<file path="src/rtl/keypad_pkg.sv">
// Shared types for the 4x4 keypad path: FSM states, key positions and the
// hex-key to matrix-position map used by emulator, scanner and decoder.
package keypad_pkg;

  localparam int unsigned KEY_W    = 4;
  localparam int unsigned NUM_ROWS = 4;
  localparam int unsigned NUM_COLS = 4;
  localparam int unsigned LFSR_W   = 8;

  typedef enum logic [1:0] {
    ST_IDLE,
    ST_PRESS_BOUNCE,
    ST_HELD,
    ST_RELEASE_BOUNCE
  } state_e;

  typedef struct packed {
    logic [1:0] row;
    logic [1:0] col;
  } key_pos_t;

  // Layout: row0 = 1 2 3 A, row1 = 4 5 6 B, row2 = 7 8 9 C, row3 = E 0 F D
  function automatic key_pos_t key_to_pos(input logic [KEY_W-1:0] key);
    key_pos_t p;
    case (key)
      4'h1:    p = {2'd0, 2'd0};
      4'h2:    p = {2'd0, 2'd1};
      4'h3:    p = {2'd0, 2'd2};
      4'hA:    p = {2'd0, 2'd3};
      4'h4:    p = {2'd1, 2'd0};
      4'h5:    p = {2'd1, 2'd1};
      4'h6:    p = {2'd1, 2'd2};
      4'hB:    p = {2'd1, 2'd3};
      4'h7:    p = {2'd2, 2'd0};
      4'h8:    p = {2'd2, 2'd1};
      4'h9:    p = {2'd2, 2'd2};
      4'hC:    p = {2'd2, 2'd3};
      4'hE:    p = {2'd3, 2'd0};
      4'h0:    p = {2'd3, 2'd1};
      4'hF:    p = {2'd3, 2'd2};
      default: p = {2'd3, 2'd3};
    endcase
    return p;
  endfunction

endpackage

</file>
<file path="src/rtl/keypad_emulator_bounce_lfsr.sv">
// 8-bit Fibonacci LFSR (x^8+x^6+x^5+x^4+1) for contact bounce. next_bit_c is
// bit 0 of the value the register will hold after the coming edge.
module bounce_lfsr
  import keypad_pkg::*;
#(
  parameter logic [LFSR_W-1:0] SEED = 8'hA5
) (
  input  logic clk,
  input  logic rst,
  input  logic en,
  output logic next_bit_c
);

  logic [LFSR_W-1:0] q;
  logic              fb;

  assign fb = q[7] ^ q[5] ^ q[4] ^ q[3];

  always_ff @(posedge clk) begin
    if (rst) begin
      q <= SEED;
    end else if (en) begin
      q <= {q[LFSR_W-2:0], fb};
    end
  end

  // Lookahead lets the registered contact output track the LFSR cycle-for-cycle
  assign next_bit_c = en ? fb : q[0];

endmodule

</file>
<file path="src/rtl/keypad_emulator.sv">
// Passive 4x4 keypad model: plays a tapped key as press bounce, hold and
// release bounce, pulling the key's row low while its column is driven.
module keypad_emulator
  import keypad_pkg::*;
#(
  parameter int unsigned         BOUNCE_CYCLES = 16,
  parameter logic [LFSR_W-1:0]   LFSR_SEED     = 8'hA5,
  parameter int unsigned         HOLD_W        = 16
) (
  input  logic                clk,
  input  logic                rst,
  input  logic [NUM_COLS-1:0] col_n,
  output logic [NUM_ROWS-1:0] row_n,
  input  logic                cmd_valid,
  output logic                cmd_ready,
  input  logic [KEY_W-1:0]    cmd_key,
  input  logic [HOLD_W-1:0]   cmd_hold,
  output logic                contact,
  output logic                busy,
  output logic                done
);

  localparam bit          HAS_BOUNCE = (BOUNCE_CYCLES != 0);
  localparam int unsigned BCNT_W     = HAS_BOUNCE ? $clog2(BOUNCE_CYCLES + 1) : 1;
  localparam logic [BCNT_W-1:0] BCNT_LAST =
    BCNT_W'(HAS_BOUNCE ? BOUNCE_CYCLES - 1 : 0);

  state_e              state, state_n;
  logic [BCNT_W-1:0]   bcnt, bcnt_n;
  logic [HOLD_W-1:0]   hcnt, hcnt_n;
  logic [HOLD_W-1:0]   hold_last, hold_last_n;
  key_pos_t            pos, pos_n;
  logic                contact_n;
  logic                done_n;
  logic                lfsr_en_c;
  logic                lfsr_bit_c;
  logic [NUM_ROWS-1:0] row_n_n;

  assign lfsr_en_c = (state == ST_PRESS_BOUNCE) || (state == ST_RELEASE_BOUNCE);

  bounce_lfsr #(
    .SEED(LFSR_SEED)
  ) u_lfsr (
    .clk       (clk),
    .rst       (rst),
    .en        (lfsr_en_c),
    .next_bit_c(lfsr_bit_c)
  );

  // Next-state, counters, and the contact value of the cycle being entered
  always_comb begin
    state_n     = state;
    bcnt_n      = bcnt;
    hcnt_n      = hcnt;
    hold_last_n = hold_last;
    pos_n       = pos;
    contact_n   = 1'b0;
    done_n      = 1'b0;

    case (state)
      ST_IDLE: begin
        if (cmd_valid && cmd_ready) begin
          pos_n       = key_to_pos(cmd_key);
          hold_last_n = (cmd_hold == '0) ? '0 : cmd_hold - HOLD_W'(1);
          bcnt_n      = '0;
          hcnt_n      = '0;
          state_n     = HAS_BOUNCE ? ST_PRESS_BOUNCE : ST_HELD;
        end
      end
      ST_PRESS_BOUNCE: begin
        if (bcnt == BCNT_LAST) begin
          hcnt_n  = '0;
          state_n = ST_HELD;
        end else begin
          bcnt_n = bcnt + BCNT_W'(1);
        end
      end
      ST_HELD: begin
        if (hcnt == hold_last) begin
          bcnt_n  = '0;
          state_n = HAS_BOUNCE ? ST_RELEASE_BOUNCE : ST_IDLE;
        end else begin
          hcnt_n = hcnt + HOLD_W'(1);
        end
      end
      ST_RELEASE_BOUNCE: begin
        if (bcnt == BCNT_LAST) begin
          state_n = ST_IDLE;
        end else begin
          bcnt_n = bcnt + BCNT_W'(1);
        end
      end
      default: state_n = ST_IDLE;
    endcase

    case (state_n)
      ST_PRESS_BOUNCE:   contact_n = (bcnt_n == BCNT_LAST) ? 1'b1 : lfsr_bit_c;
      ST_HELD:           contact_n = 1'b1;
      ST_RELEASE_BOUNCE: contact_n = (bcnt_n == BCNT_LAST) ? 1'b0 : lfsr_bit_c;
      default:           contact_n = 1'b0;
    endcase

    done_n = (state != ST_IDLE) && (state_n == ST_IDLE);
  end

  // Only the latched key's row responds, and only to its own column
  always_comb begin
    row_n_n = '1;
    for (int unsigned r = 0; r < NUM_ROWS; r++) begin
      row_n_n[r] = !(contact && !col_n[pos.col] && (pos.row == 2'(r)));
    end
  end

  always_ff @(posedge clk) begin
    if (rst) begin
      state     <= ST_IDLE;
      bcnt      <= '0;
      hcnt      <= '0;
      hold_last <= '0;
      pos       <= '0;
      contact   <= 1'b0;
      busy      <= 1'b0;
      done      <= 1'b0;
      cmd_ready <= 1'b1;
      row_n     <= '1;
    end else begin
      state     <= state_n;
      bcnt      <= bcnt_n;
      hcnt      <= hcnt_n;
      hold_last <= hold_last_n;
      pos       <= pos_n;
      contact   <= contact_n;
      busy      <= (state_n != ST_IDLE);
      done      <= done_n;
      cmd_ready <= (state_n == ST_IDLE);
      row_n     <= row_n_n;
    end
  end

endmodule

</file>
<file path="config.mk">
export PLATFORM = sky130hd
export DESIGN_NAME = keypad_emulator
export DESIGN_NICKNAME = d
export VERILOG_FILES = /design/src/rtl/keypad_pkg.sv /design/src/rtl/keypad_emulator_bounce_lfsr.sv /design/src/rtl/keypad_emulator.sv
export SDC_FILE = /design/constraint.sdc
export NUM_CORES = 1
export LEC_CHECK = 0
export BUFFER_PORTS_ARGS = -buffer_cell sky130_fd_sc_hd__clkbuf_2
export CAP_MARGIN = 30
export CORE_UTILIZATION = 35
export CTS_BUF_LIST = sky130_fd_sc_hd__clkbuf_4 sky130_fd_sc_hd__clkbuf_8
export DETAILED_ROUTE_END_ITERATION = 12
export PLACE_DENSITY = 0.54
export RECOVER_POWER = 25
export SLEW_MARGIN = 0
export SYNTH_ARGS = -nofsm -noshare
export SYNTH_HDL_FRONTEND = slang
export SYNTH_SLANG_ARGS = --single-unit
</file>
<file path="constraint.sdc">
create_clock -name clk -period 3.1 [get_ports clk]
set_input_delay 0 -clock clk [delete_from_list [all_inputs] [get_ports clk]]
set_output_delay 0 -clock clk [all_outputs]
set_load 0.01 [all_outputs]
</file>
# --- Word level (Yosys, flattened, before mapping) ---
# Memories as Yosys holds them, arrays and structs flattened. A register that Yosys moved wholly into a read port is not among the register bits.
# Index checks and enable logic that the tools add are counted.
classes:
  addsub: 3
  n_lt_le_gt_ge: 1
  n_eq_ne: 15
  mux: 20
  bitwise_logic: 3
  n_reduce_logical: 23
ops:
  columns: ["op", "n"]
  rows:
  - ["2-to-1 mux 16 bit", 4]
  - ["case mux 16 bit (3 select lines)", 1]
  - ["adder 16 x 1 -> 16 bit, second input constant", 1]
  - ["== test 16 bit", 1]
  - ["zero test 16 bit", 1]
  - ["subtractor 16 x 1 -> 16 bit, second input constant", 1]
  - ["2-to-1 mux 5 bit", 3]
  - ["case mux 5 bit (3 select lines)", 1]
  - ["== test 2 bit, second input constant", 6]
  - ["== test 5 x 4 -> 1 bit, second input constant", 2]
  - ["2-to-1 mux 2 bit", 4]
  - ["case mux 2 bit (4 select lines)", 1]
  - ["logical AND 1 bit", 7]
  - ["== test 2 x 1 -> 1 bit, second input constant", 3]
  - ["zero test 2 bit", 3]
  - ["adder 5 x 1 -> 5 bit, second input constant", 1]
  - ["zero test 1 bit", 5]
  - ["2-to-1 mux 1 bit", 4]
  - ["inequality test 2 bit, second input constant", 2]
  - ["AND reduction 4 bit", 1]
  - ["nonzero test 2 bit", 2]
  - ["< comparator 2 x 3 -> 1 bit, second input constant", 1]
  - ["case mux 1 bit (3 select lines)", 1]
  - ["nonzero test 3 bit", 1]
  - ["6 further kinds", 8]
word_totals:
  ff_bits: 55
  romBits: 64
  in_bits: 27
  output_inout_bits: 8
  word_cells: 76
  memories: 1
memory_table:
  columns: ["memory", "words", "word_bits", "read_ports", "rd_ports_with_merged_regs", "wr", "line", "source"]
  rows:
  - ["(no name shown)", 16, 4, 1, 1, 0, "keypad_pkg.sv:25", "case (key)"]

# --- Logic depth before layout (Yosys ltp) ---
# Gate-level depths: netlist (run 1).
logic_depth:
  word_depth: 6
  depth_mapped: 9
  mapped_depth_nobuf: 7

# --- Cells and area by module ---
# A second synthesis (run 1) with hierarchy kept.
unflattened:
  cells_unflattened: 353
  area_unflattened_um2: 3020.4
modules_own_cells:
  columns: ["mod", "n_inst", "cells_each", "area_each_um2", "seq_area_each_um2"]
  rows:
  - ["keypad_emulator", 1, 322, 2706.3, 1021.0]
  - ["bounce_lfsr", 1, 31, 314.1, 160.2]

# --- Worst setup path after synthesis (run 1) ---
# Ideal clock, no wire load.
synth_path:
  kind: "register to register"
  start: "reg bcnt[0]"
  end: "reg hcnt[15]"
  setup_time_ns: 0.072
  arrival_time_ns: 2.051
  setup_slack_ns: 0.977
  stages_incl_launch_ff: 10
  cell_sequence: "dfxtp_1 ha_1 nand4b_4 or2_1 buf_6 a211oi_2 a21oi_2 buf_6 nor4_1 mux2i_1"
synth_via:
  elab_chain_len: 3
synth_lines:
  columns: ["element", "line", "source"]
  rows:
  - ["from (decl)", "keypad_emulator.sv:29", "logic [BCNT_W-1:0] bcnt, bcnt_n;"]
  - ["from (signal assigned)", "keypad_emulator.sv:128", "bcnt <= bcnt_n;"]
  - ["== test 5 x 4 -> 1 bit", "keypad_emulator.sv:71", "if (bcnt == BCNT_LAST) begin"]
  - ["inequality test 2 x 1 -> 1 bit (no source line)", null, null]
  - ["AND reduction 4 bit (no source line)", null, null]
  - ["to (signal assigned)", "keypad_emulator.sv:129", "hcnt <= hcnt_n;"]
  - ["to (decl)", "keypad_emulator.sv:30", "logic [HOLD_W-1:0] hcnt, hcnt_n;"]
# Every way passes these cells.
# A chain may end at the register's enable or synchronous reset.

# --- Worst setup path in the final report (run 1) ---
layout_path:
  start: "reg state[0]"
  end: "reg hcnt[11]"
layout_via:
  elab_chain_len: 3
  word_cells_on_any_way: 9
  cone_classes: "eq/ne (5); mux (1); reduce/logical (3)"
layout_lines:
  columns: ["element", "line", "source"]
  rows:
  - ["from (decl)", "keypad_emulator.sv:28", "state_e state, state_n;"]
  - ["from (signal assigned)", "keypad_emulator.sv:127", "state <= state_n;"]
  - ["== test 2 bit, or another cell as far along", "keypad_emulator.sv:60", "case (state)"]
  - ["inequality test 2 bit (no source line), or another cell as far along", null, null]
  - ["AND reduction 4 bit (no source line)", null, null]
# Parallel ways exist; a longest one is shown, timed or not.

==> impl_metrics.csv, run 1 <==
group,metric,value,unit
layout,fillers,858,
detailed_routing,drc,0,
detailed_routing,totalWireLength,6440,um
timing,fin_crit_sh,81.4,%
global_route,grt_max_degree,34,
timing,setup_viol,0,
die,core,8380,um2
synthesis,postSynthCellCount,350,
synthesis,syn_avg_cell_area,8.83,um2
die,num_io_pins,35,
status,status,"finished, final reports clean",
job,cap_viol_max_count,0,
timing,whs,0.0133,ns
synthesis,synth_mux_area_share,3.32,%
clock_tree,clkLatencyLatePin,0.34,ns
detailed_routing,wl_per_cell,13.1,um
synthesis,syn_area,3090,um2
placed_design,portBuffers,34,
synthesis,ys.flop_type,"dfxtp_1",
global_route,antenna_found_initial,0,
timing,worst_pin_slew,0.703,ns
setup_path,end_kind,"register",
synthesis,synth_cell_types,55,
synthesis,synth_top_family_by_area,"simple AND/OR/NAND/NOR gates",
setup_path,setup.worst_path.class,"reg -> reg",
setup_path,slowest_stage,"dfxtp_1",
global_route,grt_pass1_vias,2331,
placed_design,place_hpwl,4800,um
clock_tree,root_buffer,"clkbuf_8",
layout,nNetsFinal,411,
synthesis,synth_edf_count,0,
synthesis,synthXorXnorAreaFrac,9.92,%
clock_tree,clkTransAtPathRegs,0.07,ns
setup_path,cp_max_fo,18,
timing,fin_setup_tns,0,ns
timing,slew_viol_final,0,
setup_path,critPathRequiredTime,3.37,ns
synthesis,synthesis.nets,380,
global_route,overflow,0,
detailed_routing,avgViaCountPerCell,5.18,
power_and_ir_drop,p_total,1.75,mW
layout,diodes,0,
clock_tree,cts_buffer_depth,2,
synthesis,synth_compound_area_share,18.9,%
clock_tree,cts_tree,"built",
die,initial_core_util,36.9,%
global_route,gr-usage-all-layers,15.8,%
die,dieArea,9210,um2
synthesis,yosys_warnings,0,
power_and_ir_drop,powerDensity,500,nW/um2
synthesis,synthArstFlopShare,0,%
synthesis,synth-simple-area-share,24.7,%
hold_path,hold_class,"in -> reg",
setup_path,r2r_slack,0.58,ns
timing,setup_slack,0.577,ns
synthesis,synth-seq-area-share,38.2,%
clock_tree,cts_sinks,59,
synthesis,synth_adder_area_share,1.22,%
placed_design,dp_cells,474,
detailed_routing,ant_nets,0,
setup_path,crit_arrival,2.79,ns
global_route,grt_pass1_wl,11100,um
die,num_rows,33,
layout,final_cell_count_no_fill,491,
detailed_routing,drt_iter0_markers,86,
power_and_ir_drop,ir_drop,0.164,mV
detailed_routing,drtPass1Iterations,4,
setup_path,startpoint_type,"register",
placed_design,place_congestion,0.756,
timing,rsz0062_at_grt,"false",
clock_tree,htreeDepth,3,
setup_path,cp_top_family,"simple AND/OR/NAND/NOR gates",
die,die_h,96.0,um
power_and_ir_drop,p_leak,1.34,nW
die,dieWidth,96.0,um
synthesis,synth-seq-cells,59,
detailed_routing,vias,2543,
clock_tree,numCtsBuffers,9,
setup_path,max_stage_delay,0.71,ns
timing,hold_violations,0,
setup_path,path_cells,"inv_1, or2_1, a211oi_2, a21oi_2, or4b_1, a21oi_1",
timing,period_minus_slack,2.52,ns
layout,drive_above_1_share,18.7,%
layout,area_growth,13.3,%
placed_design,pre_cts_ws,0.700,ns
timing,skew,0.0102,ns
clock_tree,cts-resized-gates,0,
timing,slew_headroom,53.1,%
timing,fmax,0.396,GHz
setup_path,critPathBufInv,1,
==> worst reg2reg max path: cells and delay by family, from the launching register on <==
kind | cells | cell delay [ns]
flops | 1 | 0.71
buf+inv | 1 | 0.28
compound gates | 3 | 0.55
simple gates | 2 | 0.91
==> registers in the layout, indices dropped and copies added, names as in the netlist <==
register / cells
pos: 4
u_lfsr.q: 8
bcnt: 5
contact: 1
state: 2
done: 1
row_n: 4
hold_last: 16
cmd_ready: 1
hcnt: 16
busy: 1
==> stage by stage <==
step / area [um2] / utilization (%)
2_1_floorplan: 3090 / -
3_3_place_gp: 3320 / 39.6
3_5_place_dp: 3320 / 39.6
4_1_cts: 3510 / 41.9
5_1_grt: 3500 / 41.8
6_report: 3500 / 41.8
==> cells in the mapped netlist, types with 2 or more instances <==
| cell | count | share of area [%] |
|---|---|---|
| o211ai_1 | 2 | 0.49 |
| nor4_2 | 2 | 0.81 |
| o21ai_0 | 12 | 1.9 |
| nand3_1 | 14 | 2.3 |
| nor2b_1 | 4 | 0.81 |
| a22oi_1 | 4 | 0.97 |
| or4_1 | 3 | 0.73 |
| ha_1 | 3 | 1.2 |
| nand2_1 | 21 | 2.6 |
| o221ai_1 | 3 | 0.85 |
| nor4_1 | 7 | 1.4 |
| or2_2 | 6 | 1.2 |
| nor3b_1 | 5 | 1.2 |
| inv_1 | 5 | 0.61 |
| a22oi_2 | 9 | 3.6 |
| a31oi_1 | 2 | 0.40 |
| a21oi_1 | 22 | 3.6 |
| xor2_1 | 25 | 7.1 |
| nand3b_1 | 3 | 0.73 |
| a211o_1 | 3 | 0.85 |
| o31ai_1 | 5 | 1.2 |
| buf_1 | 6 | 0.73 |
| a21o_1 | 2 | 0.49 |
| and2_1 | 3 | 0.61 |
| mux2i_1 | 8 | 2.6 |
| xnor2_1 | 10 | 2.8 |
| nand2b_1 | 2 | 0.40 |
| nand4_1 | 3 | 0.61 |
| buf_6 | 3 | 1.1 |
| a211oi_1 | 3 | 0.73 |
| or3_1 | 13 | 2.6 |
| nor2_1 | 40 | 4.9 |
| a21oi_2 | 3 | 0.85 |
| dfxtp_1 | 59 | 38 |
| clkbuf_1 | 8 | 0.97 |
| nor3_1 | 4 | 0.65 |
| o21ai_1 | 5 | 0.81 |
==> worst paths after layout <==
path | from | end | depth (start not counted)
setup / recovery | state[0]$_SDFF_PP0_ | hcnt[11]$_SDFFE_PP0P_ | 6
hold / removal | cmd_hold[15] | hold_last[15]$_SDFFE_PP0P_ | 3
hold reg to reg | pos[3]$_SDFFE_PP0P_ | row_n[3]$_SDFF_PP1_ | 1
setup reg to reg | state[0]$_SDFF_PP0_ | hcnt[11]$_SDFFE_PP0P_ | 6
==> report_power, final <==
group / internal, mW / switching [mW] / total (mW)
clock network: 0.293 / 0.332 / 0.625
logic: 0.121 / 0.156 / 0.277
registers: 0.804 / 0.0440 / 0.848
total: 1.22 / 0.532 / 1.75
==> final cells by class <==
class | instances | area [um2] | share of cell area, %
flip-flops and latches | 59 | 1180 | 33.8
multi-input cells | 267 | 1790 | 51.3
clock inverters | 7 | 53.8 | 1.54
repair buffers | 38 | 193 | 5.51
inverters | 6 | 22.5 | 0.644
well taps | 105 | 131 | 3.75
clock buffers | 9 | 124 | 3.54
==> layout by cell type (no fill, tap or decap), types with 6 or more instances in the layout <==
cell and instances:
nor4_1 7, or2_2 6, nand3_1 14, inv_1 6, clkbuf_8 9, xor2_1 25, dfxtp_1 59, o21ai_0 12
a21oi_1 22, clkbuf_1 8, nor2_1 40, clkbuf_2 26, a22oi_2 9, or3_1 13, mux2i_1 8, xnor2_1 10
nand2_1 21
==> metal layers <==
| layer | GRT usage (%) | vias up | share of wire (%) |
|---|---|---|---|
| li1 | - | 1324 | - |
| met1 | 21.5 | 1166 | 50 |
| met2 | 24.5 | 43 | 45 |
| met3 | 3.40 | 10 | 3.4 |
| met4 | 6.09 | 0 | 1.7 |
| met5 | 0 | - | 0 |
==> kinds of logic (layout without fill, tap and decap cells) <==
family / Yosys count / count (layout)
AO/OA/AOI/OAI: 82 / 82
XOR/XNOR: 35 / 35
adder cells (fa/ha/maj): 3 / 3
buffers and inverters: 24 / 60
flip-flops: 59 / 59
multiplexers: 9 / 9
AND/OR/NAND/NOR: 138 / 138
==> repair_timing <==
action | in CTS | in global routing
setup buffers | 0 | 0
hold buffers | 1 | 0
hold endpoints to repair | 5 | 0
setup endpoints to repair | 0 | 0
Note: power is estimated with default switching activity, not from simulation.
==> run 2, diff against run 1 <==
--- a/config.mk
+++ b/config.mk
@@ -10,7 +10,7 @@
 export CORE_UTILIZATION = 35
 export CTS_BUF_LIST = sky130_fd_sc_hd__clkbuf_4 sky130_fd_sc_hd__clkbuf_8
 export DETAILED_ROUTE_END_ITERATION = 12
-export PLACE_DENSITY = 0.54
+export PLACE_DENSITY = 0.56
 export RECOVER_POWER = 25
 export SLEW_MARGIN = 0
 export SYNTH_ARGS = -nofsm -noshare
==> constraint.sdc (replaced) <==
create_clock -name clk -period 2.1 [get_ports clk]
set_input_delay 0 -clock clk [delete_from_list [all_inputs] [get_ports clk]]
set_output_delay 0 -clock clk [all_outputs]
set_load 0.01 [all_outputs]
==> run 2 against run 1 <==
Effect of this change:
- critical path depth up 2
- hold slack better by 0.0096 ns
- power up 64%
- largest cell class unchanged
- sequential cell count unchanged
- sequential power up 46%
- final cell count rose by 6.3%
- non-clock buffer count increased by 32
- via count up 5.6%
==> impl_metrics.csv, run 2 (synthesis gave the netlist of run 1 again) <==
group,metric,value,unit
layout,top_regs,"hcnt x16, hold_last x16, u_lfsr.q x8",
layout,layout_common_cells,"dfxtp_1, nor2_1, buf_4",
clock_tree,root_buffer,"clkbuf_8",
setup_path,startpoint,"bcnt[1]$_SDFF_PP0_",
die,num_rows,33,
hold_path,hold_class,"in -> reg",
layout,diodes,0,
global_route,grt_max_degree,24,
hold_path,min_from,"cmd_hold[14]",
setup_path,ff2ff_path_depth,8,
die,core,8380,um2
power_and_ir_drop,p_leak,1.52,nW
global_route,grt_pass1_vias,2394,
setup_path,path_cells,"ha_4, nand4b_4, or2_1, a211oi_2, a21oi_4, buf_4, nor4_2, mux2i_1",
timing,period_minus_slack,1.97,ns
layout,multi_input_area,1850,um2
layout,ff_latch_area,1180,um2
detailed_routing,avgViaCountPerCell,5.14,
timing,fmax,0.507,GHz
clock_tree,cts_buffer_depth,2,
setup_path,r2r_slack,0.13,ns
setup_path,r2r-start,"bcnt[1]$_SDFF_PP0_",
detailed_routing,totalWireLength,6870,um
setup_path,crit_arrival,2.24,ns
detailed_routing,ant_nets,0,
timing,whs,0.0229,ns
power_and_ir_drop,powerDensity,750,nW/um2
timing,slew_headroom,56.1,%
setup_path,slowest_stage,"dfxtp_2",
status,status,"finished, final reports clean",
setup_path,cp_max_fo,10,
timing,skew,0.00751,ns
clock_tree,clkTransAtPathRegs,0.07,ns
clock_tree,cts_sinks,59,
placed_design,pre_cts_ws,-0.00553,ns
hold_path,min_path_cells,3,
die,dieArea,9210,um2
setup_path,critPathRequiredTime,2.36,ns
setup_path,startpoint_type,"register",
placed_design,place_hpwl,5150,um
layout,nNetsFinal,443,
power_and_ir_drop,ir_drop,0.308,mV
timing,slew_viol_final,0,
global_route,grt_pass1_wl,11300,um
timing,fin_crit_sh,93.9,%
timing,fin_setup_tns,0,ns
layout,final_cell_count_no_fill,522,
timing,rsz0062_at_grt,"false",
job,cap_viol_max_count,0,
die,initial_core_util,36.9,%
timing,hold_violations,0,
clock_tree,cts_tree,"built",
placed_design,dp_cells,503,
layout,layout_commonest_cell,"dfxtp_1",
setup_path,reg2reg_to,"hcnt[15]$_SDFFE_PP0P_",
die,die_h,96.0,um
hold_path,min_to,"hold_last[14]$_SDFFE_PP0P_",
timing,worst_pin_slew,0.658,ns
setup_path,max_stage_delay,0.36,ns
global_route,gr-usage-all-layers,16.1,%
placed_design,place_congestion,0.756,
layout,fillers,831,
setup_path,setup.worst_path.class,"reg -> reg",
layout,drive_above_1_share,26.6,%
detailed_routing,drc,0,
detailed_routing,drt_iter0_markers,104,
placed_design,portBuffers,34,
die,dieWidth,96.0,um
timing,setup_slack,0.128,ns
setup_path,end_kind,"register",
die,num_io_pins,35,
power_and_ir_drop,p_total,2.88,mW
detailed_routing,wl_per_cell,13.2,um
layout,area_growth,24.1,%
global_route,antenna_found_initial,0,
clock_tree,clkLatencyLatePin,0.34,ns
clock_tree,numCtsBuffers,9,
detailed_routing,drtPass1Iterations,4,
timing,setup_viol,0,
global_route,overflow,0,
detailed_routing,vias,2685,
clock_tree,htreeDepth,3,
run 2: through the flow:
| step | area (um2) | util [%] |
|---|---|---|
| after floorplan | 3100 | - |
| after global placement | 3550 | 42.3 |
| after detailed placement | 3550 | 42.3 |
| after CTS | 3790 | 45.2 |
| after global routing | 3830 | 45.7 |
| final | 3830 | 45.7 |
run 2: worst max-delay path by stage:
stage	to	depth (start not counted)	slack, ns
after floorplan	hcnt[13]$_SDFFE_PP0P_	8	0.009
after global placement	hcnt[7]$_SDFFE_PP0P_	8	0.02
after detailed placement	hcnt[8]$_SDFFE_PP0P_	8	-0.006
final	hcnt[15]$_SDFFE_PP0P_	8	0.13
after global routing	hcnt[5]$_SDFFE_PP0P_	8	0.003
after CTS	hcnt[7]$_SDFFE_PP0P_	8	0.01
run 2: critical path, delay by kind of cell (launching register included):
family | cells | cell delay (ns)
AND/OR/NAND/NOR | 3 | 0.66
flip-flops | 1 | 0.36
AO/OA/AOI/OAI | 2 | 0.36
multiplexers | 1 | 0.22
adder cells (fa/ha/maj) | 1 | 0.15
buffers and inverters | 1 | 0.15
run 2: routing by layer:
metal / GRT usage (%) / vias up / routed length (um)
li1: - / 1385 / -
met2: 24.6 / 38 / 3070
met5: 0 / - / 0
met1: 22.4 / 1255 / 3460
met3: 3.79 / 7 / 261
met4: 4.85 / 0 / 86
run 2: layout make-up:
type,count,area share (%)
Multi-Input combinational cell,267,48.3
Sequential cell,59,30.9
Timing Repair Buffer,70,11.2
Clock buffer,10,3.59
Tap cell,105,3.43
Clock inverter,5,2.02
Inverter,6,0.587
run 2: power breakdown:
group	switching, mW	internal, mW
combinational	0.265	0.235
sequential	0.0528	1.19
clock	0.445	0.689
run 2: repair_timing:
item / in CTS / in global routing
pin swaps: 0 / 2
resized for setup: 2 / 8
endpoints found under the hold margin: 1 / 0
setup endpoints to repair: 4 / 10
gates cloned: 0 / 0
hold buffers: 1 / 0
buffers inserted: 0 / 3
